[config.mk]
export PLATFORM = sky130hd
export DESIGN_NAME = sadd_host
export DESIGN_NICKNAME = d
export VERILOG_FILES = /design/src/rtl/sadd_pkg.sv /design/src/rtl/sadd_shreg.sv /design/src/rtl/sadd_host.sv
export SDC_FILE = /design/constraint.sdc
export NUM_CORES = 1
export LEC_CHECK = 0
export CAP_MARGIN = 20
export CELL_PAD_IN_SITES_DETAIL_PLACEMENT = 1
export CELL_PAD_IN_SITES_GLOBAL_PLACEMENT = 1
export CORE_MARGIN = 3
export CORE_UTILIZATION = 41
export CTS_CLUSTER_SIZE = 14
export DETAILED_ROUTE_END_ITERATION = 10
export PLACE_DENSITY_LB_ADDON = 0.08
export SYNTH_ARGS = -nofsm -noshare
export SYNTH_HDL_FRONTEND = slang
export SYNTH_SLANG_ARGS = --single-unit
[constraint.sdc]
create_clock -name clk -period 2.05 [get_ports clk]
set_input_delay 0.41 -clock clk [delete_from_list [all_inputs] [get_ports clk]]
set_output_delay 0.41 -clock clk [all_outputs]
set_load 0.01 [all_outputs]
[src/rtl/sadd_pkg.sv]
// sadd_pkg: shared types and default sizes for the serial-adder host.
//   sadd_state_e  : host FSM states
//   SADD_OP_W     : default operand width
//   SADD_RES_W    : default result width (operand width + carry)
//   SADD_TIMEOUT  : default wait budget for the first result beat
package sadd_pkg;
  typedef enum logic [2:0] {IDLE, SEND, WAIT, RECV, RESP} sadd_state_e;

  localparam int SADD_OP_W    = 2;
  localparam int SADD_RES_W   = SADD_OP_W + 1;
  localparam int SADD_TIMEOUT = 16;
endpackage

[src/rtl/sadd_shreg.sv]
// sadd_shreg: width-W shift register, load has priority over shift.
//   clk, rst : clock, synchronous active-high reset (clears contents)
//   load_i   : parallel load of data_i
//   shift_i  : shift toward MSB, sin_i enters at LSB
//   q_o      : current contents
//   msb_o    : current MSB (serial output)
module sadd_shreg #(
  parameter int W = 2
) (
  input  logic         clk,
  input  logic         rst,
  input  logic         load_i,
  input  logic [W-1:0] data_i,
  input  logic         shift_i,
  input  logic         sin_i,
  output logic [W-1:0] q_o,
  output logic         msb_o
);
  logic [W-1:0] sh_q, sh_d;

  always_comb begin
    sh_d = sh_q;
    if (load_i)       sh_d = data_i;
    else if (shift_i) sh_d = {sh_q[W-2:0], sin_i};
  end

  always_ff @(posedge clk) begin
    if (rst) sh_q <= '0;
    else     sh_q <= sh_d;
  end

  assign q_o   = sh_q;
  assign msb_o = sh_q[W-1];
endmodule

[src/rtl/sadd_host.sv]
// sadd_host: parallel-to-serial initiator for the serial adder.
//   clk, rst              : clock, synchronous active-high reset
//   req_valid/ready/a/b   : operand request port (ready only in IDLE)
//   en_i, ina, inb        : serial operand stream to the adder, MSB first
//   en_o, out             : serial result stream from the adder, MSB first
//   resp_valid/ready      : response handshake, resp_* held until accepted
//   resp_sum              : captured result (left-aligned on a short burst)
//   resp_err              : timeout or short burst
//   resp_mismatch         : resp_sum differs from a+b (0 when resp_err)
module sadd_host import sadd_pkg::*; #(
  parameter int OP_W    = SADD_OP_W,
  parameter int TIMEOUT = SADD_TIMEOUT
) (
  input  logic          clk,
  input  logic          rst,
  input  logic          req_valid,
  output logic          req_ready,
  input  logic [OP_W-1:0] req_a,
  input  logic [OP_W-1:0] req_b,
  output logic          en_i,
  output logic          ina,
  output logic          inb,
  input  logic          en_o,
  input  logic          out,
  output logic          resp_valid,
  input  logic          resp_ready,
  output logic [OP_W:0] resp_sum,
  output logic          resp_err,
  output logic          resp_mismatch
);
  localparam int RES_W = OP_W + 1;
  localparam int BW    = $clog2(RES_W + 1);
  localparam int TW    = $clog2(TIMEOUT + 1);

  sadd_state_e      state_q, state_d;
  logic [BW-1:0]    bcnt_q, bcnt_d;   // send beats, then receive beats
  logic [TW-1:0]    tcnt_q, tcnt_d;
  logic [RES_W-1:0] exp_q, exp_d;
  logic             req_ready_q, req_ready_d;
  logic             en_i_q, en_i_d;
  logic             rv_q, rv_d, err_q, err_d, mis_q, mis_d;
  logic [RES_W-1:0] sum_q, sum_d;

  logic             op_ld, op_sh, res_ld, res_sh;
  logic [RES_W-1:0] res_q;
  logic [OP_W-1:0]  a_unused, b_unused;
  logic             res_msb_unused;

  // Operand registers shift in zeros, so ina/inb fall to 0 once drained.
  sadd_shreg #(.W(OP_W)) u_sh_a (
    .clk(clk), .rst(rst), .load_i(op_ld), .data_i(req_a), .shift_i(op_sh),
    .sin_i(1'b0), .q_o(a_unused), .msb_o(ina)
  );
  sadd_shreg #(.W(OP_W)) u_sh_b (
    .clk(clk), .rst(rst), .load_i(op_ld), .data_i(req_b), .shift_i(op_sh),
    .sin_i(1'b0), .q_o(b_unused), .msb_o(inb)
  );
  sadd_shreg #(.W(RES_W)) u_sh_res (
    .clk(clk), .rst(rst), .load_i(res_ld), .data_i('0), .shift_i(res_sh),
    .sin_i(out), .q_o(res_q), .msb_o(res_msb_unused)
  );

  always_comb begin
    state_d = state_q;
    bcnt_d  = bcnt_q;
    tcnt_d  = tcnt_q;
    exp_d   = exp_q;
    en_i_d  = en_i_q;
    rv_d    = rv_q;
    err_d   = err_q;
    mis_d   = mis_q;
    sum_d   = sum_q;
    op_ld   = 1'b0;
    op_sh   = 1'b0;
    res_ld  = 1'b0;
    res_sh  = 1'b0;
    unique case (state_q)
      IDLE: if (req_valid && req_ready_q) begin
        state_d = SEND;
        op_ld   = 1'b1;
        res_ld  = 1'b1;
        exp_d   = RES_W'(req_a) + RES_W'(req_b);
        bcnt_d  = '0;
        en_i_d  = 1'b1;
      end
      SEND: begin
        op_sh = 1'b1;
        if (bcnt_q == BW'(OP_W - 1)) begin
          state_d = WAIT;
          en_i_d  = 1'b0;
          tcnt_d  = '0;
        end else begin
          bcnt_d = bcnt_q + BW'(1);
        end
      end
      WAIT: begin
        if (en_o) begin
          res_sh  = 1'b1;
          bcnt_d  = BW'(1);
          state_d = RECV;
        end else if (tcnt_q == TW'(TIMEOUT)) begin
          state_d = RESP;
          rv_d    = 1'b1;
          err_d   = 1'b1;
          mis_d   = 1'b0;
          sum_d   = '0;
        end else begin
          tcnt_d = tcnt_q + TW'(1);
        end
      end
      RECV: begin
        // A full burst is checked one cycle after its last beat; en_o is
        // ignored here, so trailing beats never flag an error.
        if (bcnt_q == BW'(RES_W)) begin
          state_d = RESP;
          rv_d    = 1'b1;
          err_d   = 1'b0;
          sum_d   = res_q;
          mis_d   = (res_q != exp_q);
        end else if (en_o) begin
          res_sh = 1'b1;
          bcnt_d = bcnt_q + BW'(1);
        end else begin
          // Short burst: left-align what was captured, zero-pad the tail.
          state_d = RESP;
          rv_d    = 1'b1;
          err_d   = 1'b1;
          mis_d   = 1'b0;
          sum_d   = res_q << (BW'(RES_W) - bcnt_q);
        end
      end
      RESP: if (resp_ready) begin
        rv_d    = 1'b0;
        state_d = IDLE;
      end
      default: state_d = IDLE;
    endcase
    req_ready_d = (state_d == IDLE);
  end

  always_ff @(posedge clk) begin
    if (rst) begin
      state_q     <= IDLE;
      bcnt_q      <= '0;
      tcnt_q      <= '0;
      exp_q       <= '0;
      req_ready_q <= 1'b0;
      en_i_q      <= 1'b0;
      rv_q        <= 1'b0;
      err_q       <= 1'b0;
      mis_q       <= 1'b0;
      sum_q       <= '0;
    end else begin
      state_q     <= state_d;
      bcnt_q      <= bcnt_d;
      tcnt_q      <= tcnt_d;
      exp_q       <= exp_d;
      req_ready_q <= req_ready_d;
      en_i_q      <= en_i_d;
      rv_q        <= rv_d;
      err_q       <= err_d;
      mis_q       <= mis_d;
      sum_q       <= sum_d;
    end
  end

  assign req_ready     = req_ready_q;
  assign en_i          = en_i_q;
  assign resp_valid    = rv_q;
  assign resp_sum      = sum_q;
  assign resp_err      = err_q;
  assign resp_mismatch = mis_q;
endmodule

### Word level (Yosys, flattened, before mapping)

Cells that the tools add are included.

* eq/ne operators: 19
* reduce and logical (&&, ||, !) cells: 16
* add/sub/neg operators: 4
* shifts and indexed selects: 1
* mux-type cells: 49

Operators by type and width (count)
* $mux 3: 11
* $ne 2x2->1 const B: 10
* $mux 2: 9
* $mux 1: 17
* $mux 5: 3
* $pmux 3 s5: 1
* $pmux 5 s2: 1
* $pmux 1 s2: 4
* $pmux 2 s4: 1
* $reduce_and 4->1: 2
* $reduce_bool 2->1: 4
* $eq 3x2->1 const B: 2
* $logic_not 3->1: 2
* $pmux 3 s2: 1
* $reduce_and 6->1: 1
* $add 5x1->5 const B: 1
* $eq 5x5->1 const B: 1
* $reduce_and 5->1: 1
* $reduce_bool 4->1: 1
* $add 2x2->3: 1
* $eq 3x1->1 const B: 1
* $eq 3x3->1 const B: 1
* $ne 3x3->1: 1
* $ne 3x3->1 const B: 1
* 11 further kinds: 11

* output and inout bits: 10
* register bits: 28
* input bits: 10

### Depth between registers and ports, before layout

* depth in word-level cells: 5
* depth in mapped cells: 7
* gate-level depth less buffers: 6

### Hierarchy

A second synthesis with hierarchy kept.

* cell total of the unflattened synthesis: 161
* area, all modules: 1475.2 um^2

Modules (own cells, without submodules)
* sadd_host: instances 1, area each 1134.8 um^2, seq. area each 420.4 um^2, cells each 127
* sadd_shreg (u_sh_a ...): instances 2, area each 98.8 um^2, seq. area each 40.0 um^2, cells each 10
* sadd_shreg (u_sh_res): instances 1, area each 142.6 um^2, seq. area each 60.1 um^2, cells each 14

### Worst setup path before layout

OpenSTA, ideal clock, no wires.

* path type: register to register
* start point: register tcnt_q[0]
* end point: register sum_q[1], in the netlist resp_sum[1]
* period minus slack after synthesis: 1.656 ns
* library setup time: 0.066 ns
* setup slack: 0.394 ns
* arrival time: 1.590 ns
* cell stages (with the launch flop): 8
* path through: dfxtp_1 inv_1 ha_1 nand4bb_4 o32a_1 buf_6 or3_1 a21oi_2

* longest elaborated chain between the ends: 3

Ends and longest elaborated chain
* start, declared: RTL line sadd_host.sv:37 `logic [TW-1:0] tcnt_q, tcnt_d;`
* start signal, assigned: RTL line sadd_host.sv:156 `tcnt_q <= tcnt_d;`
* $eq 5x5->1: RTL line sadd_host.sv:101 `end else if (tcnt_q == TW'(TIMEOUT)) begin`
* $ne 2x2->1 (no line)
* $reduce_and 4->1 (no line)
* end signal, assigned: RTL line sadd_host.sv:163 `sum_q <= sum_d;`
* end, declared: RTL line sadd_host.sv:42 `logic [RES_W-1:0] sum_q, sum_d;`

No other way between the ends.
A chain may end at the register's enable or synchronous reset.

### Worst setup path in the final report

* start point: register state_q[0]
* end point: register u_sh_a.sh_q[1], in the netlist u_sh_a.q_o[1]

* longest elaborated chain between the ends: 3
* elaborated cells on any way between the ends: 6

Ends and longest elaborated chain
* start, declared: RTL line sadd_host.sv:35 `sadd_state_e state_q, state_d;`
* start signal, assigned: RTL line sadd_host.sv:154 `state_q <= state_d;`
* $eq 3x1->1 or $logic_not 3->1 (tied branches): RTL line sadd_host.sv:77 `unique case (state_q)`
* $mux 1: RTL line sadd_host.sv:77
* $reduce_bool 2->1 (no line) or $mux 2 (tied branches)
* end signal, assigned: RTL line sadd_shreg.sv:28 `if (rst) sh_q <= '0;`
* end signal, assigned: RTL line sadd_shreg.sv:29 `else sh_q <= sh_d;`
* end, declared: RTL line sadd_shreg.sv:19 `logic [W-1:0] sh_q, sh_d;`

Several ways; a longest one is shown, not always the timed one.

==> metrics.yaml <==
die:
  io_pins: 20
  core_area_mm2: 0.00339
  die_h_um: 65.7
  die_w_um: 65.7
  dieArea_mm2: 0.00432
  rows: 21
  initial_utilization: 0.431
logic_synthesis:
  syn-cell-area_mm2: 0.00146
  syn_inst: 155
  syn-mean-instance-area_um2: 9.43
  mappedNetlistNets: 171
  yosysMostFrequentCell: "dfxtp_1"
  synth_top_area_share: 0.384
  synth_common_cells: "dfxtp_1, nand2_1, a21oi_1"
  synth-main-ff-cell: "dfxtp_1"
  yosysWarnings: 0
  synth-seq-area-share: 0.384
  yosys.area.top_type: "dfxtp_1"
  synth_edf_count: 0
  synthTopCellsByArea: "dfxtp_1, a21oi_1, nand2_1"
  async_reset_ff_frac: 0
  ys_ff_latch: 28
  yosys.cell_types.count: 51
clocking:
  cts.sinks: 28
  cts.path.max_buffers: 2
  clk_pin_slew_ps: 150
  tritoncts: "yes"
  cts_root_buf: "clkbuf_4"
  cts_hold_buf: 0
  post-cts-setup-buffers: 0
  cts-resized-gates: 0
  cts-htree-levels: 1
  insertion_delay_ps: 340
  cts_made_buffers: 3
power_and_ir_drop:
  p_total_mw: 1.38
  ir_worst_vdd_uv: 309
  leakagePower_nw: 0.664
  powerDensity_mw_per_mm2: 790
timing:
  period_share: 0.867
  relSlewSlack: 0.676
  finalMaxSlewViolations: 0
  clock.fmax_mhz: 563
  rsz0062_at_grt: "no"
  final_hold_viol_count: 0
  setup_violations: 0
  finClkSkew_ps: 7.69
  fin_crit_ps: 1780
  layout_setup_ws_ps: 273
  worst_pin_slew_ps: 485
  setup_tns_ps: 0
min_path:
  worstHoldPathType: "reg2reg"
  hold_depth: 2
status:
  status: "completed"
global_routing:
  grt_max_degree: 17
  grt_overflow: 0
  grt_pass1_vias: 1260
  antenna_found_initial: 0
  grt_pass1_wl_um: 6070
  grt_usage: 0.185
routing:
  dr.pass1.iters: 4
  drc: 0
  drt-vias-per-instance: 5.42
  first_iter_violations: 67
  wl_um: 3580
  wl_per_cell_um: 16.1
  antenna_left: 0
  dr_total_vias: 1208
critical_path:
  cp_max_fo: 9
  end_kind: "register"
  critPathBufInv: 1
  reg2regPathDepth: 4
  cp.depth: 4
  criticalPathCategory: "reg2reg"
  critPathTopFamily: "simple AND/OR/NAND/NOR gates"
  crit_required_ps: 2270
  critPathArrivalTime_ps: 2000
  crit_path_max_incr_delay_ps: 720
  crit_slowest_cell: "or4_1"
  path_cells: "buf_4 -> or4_1 -> nor2_1 -> a211oi_1"
  crit_path_start_kind: "register"
placed_design:
  port_buffers: 19
  placed_cell_area_mm2: 0.00170
  place.gp.congestion: 0.738
  dp_hpwl_um: 2690
  place_ws_ps: 32.6
run:
  drv_cap: 0
finish:
  syn2layout_area_growth_pct: 19.6
  utilization: 0.516
  regArea_um2: 561
  multi_input_area_um2: 805
  nets: 194
  num-fill-cells: 403
  antenna_cells: 0
  drive_above_1_share: 0.124
  final_area_mm2: 0.00175
[where the power goes]
| part | switching [mW] | internal, mW |
|---|---|---|
| Sequential | 0.0562 | 0.592 |
| Combinational | 0.187 | 0.174 |
| Clock | 0.172 | 0.198 |
[cell usage in the layout (no fill, tap or decap), types with 3 or more instances in the layout]
master	count
nand3_1	4
o21ai_0	3
inv_1	8
nand2_1	17
nor2_1	11
ha_1	5
clkbuf_4	3
a211oi_1	3
buf_4	7
xor2_1	3
dfxtp_1	28
clkdlybuf4s50_1	19
a21oi_1	13
xnor2_1	3
nor3_1	3
mux2i_1	6
nand3b_1	3
[registers in the layout, summed over array words and instances, names as in the netlist]
| signal | cells |
|---|---|
| state_q | 3 |
| bcnt_q | 2 |
| resp_valid | 1 |
| en_i | 1 |
| req_ready | 1 |
| tcnt_q | 5 |
| exp_q | 3 |
| u_sh_res.q_o | 3 |
| u_sh_a.q_o | 2 |
| resp_mismatch | 1 |
| resp_sum | 3 |
| resp_err | 1 |
| u_sh_b.q_o | 2 |
[cell type report]
| class | instances | share of cell area |
|---|---|---|
| Inverter | 8 | 0.0172 |
| Timing Repair Buffer | 26 | 0.139 |
| Sequential cell | 28 | 0.321 |
| Multi-Input combinational cell | 111 | 0.460 |
| Clock inverter | 1 | 0.0172 |
| Clock buffer | 3 | 0.0129 |
| Tap cell | 46 | 0.0329 |
[worst paths after layout]
| kind | start | to | slack (ps) |
|---|---|---|---|
| worst max-delay path | state_q[0] | u_sh_a.q_o[1] | 270 |
| worst max register to register | state_q[0] | u_sh_a.q_o[1] | 270 |
| worst min register to register | resp_sum[2] | resp_sum[2] | 460 |
| worst min-delay path | resp_sum[2] | resp_sum[2] | 460 |
[cell families (layout without fill, tap and decap cells)]
kind of cell,after synthesis,count (layout),synth area share
AO/OA/AOI/OAI,32,32,0.146
XOR/XNOR,6,6,0.0360
adder cells (fa/ha/maj),6,6,0.0565
buffers and inverters,16,38,0.0659
flip-flops,28,28,0.384
multiplexers,6,6,0.0411
AND/OR/NAND/NOR,61,61,0.271
[layer usage]
layer,global-route usage,wire (µm),vias up
met2,0.313,1760,21
met5,0,0,-
met3,0.0256,110,8
met1,0.225,1610,586
li1,-,-,593
met4,0.101,105,0
[through the flow]
step	cells	hold slack (ps)
6_report	223	464
2_1_floorplan	155	449
3_5_place_dp	219	453
3_3_place_gp	219	440
5_1_grt	223	501
4_1_cts	223	473
[tightest hold or removal path: stages, from the launching register on]
cell	delay, ps
dfxtp_1	340
nand2_1	50
a21oi_1	50
Note: power is estimated with default switching activity, not from simulation.
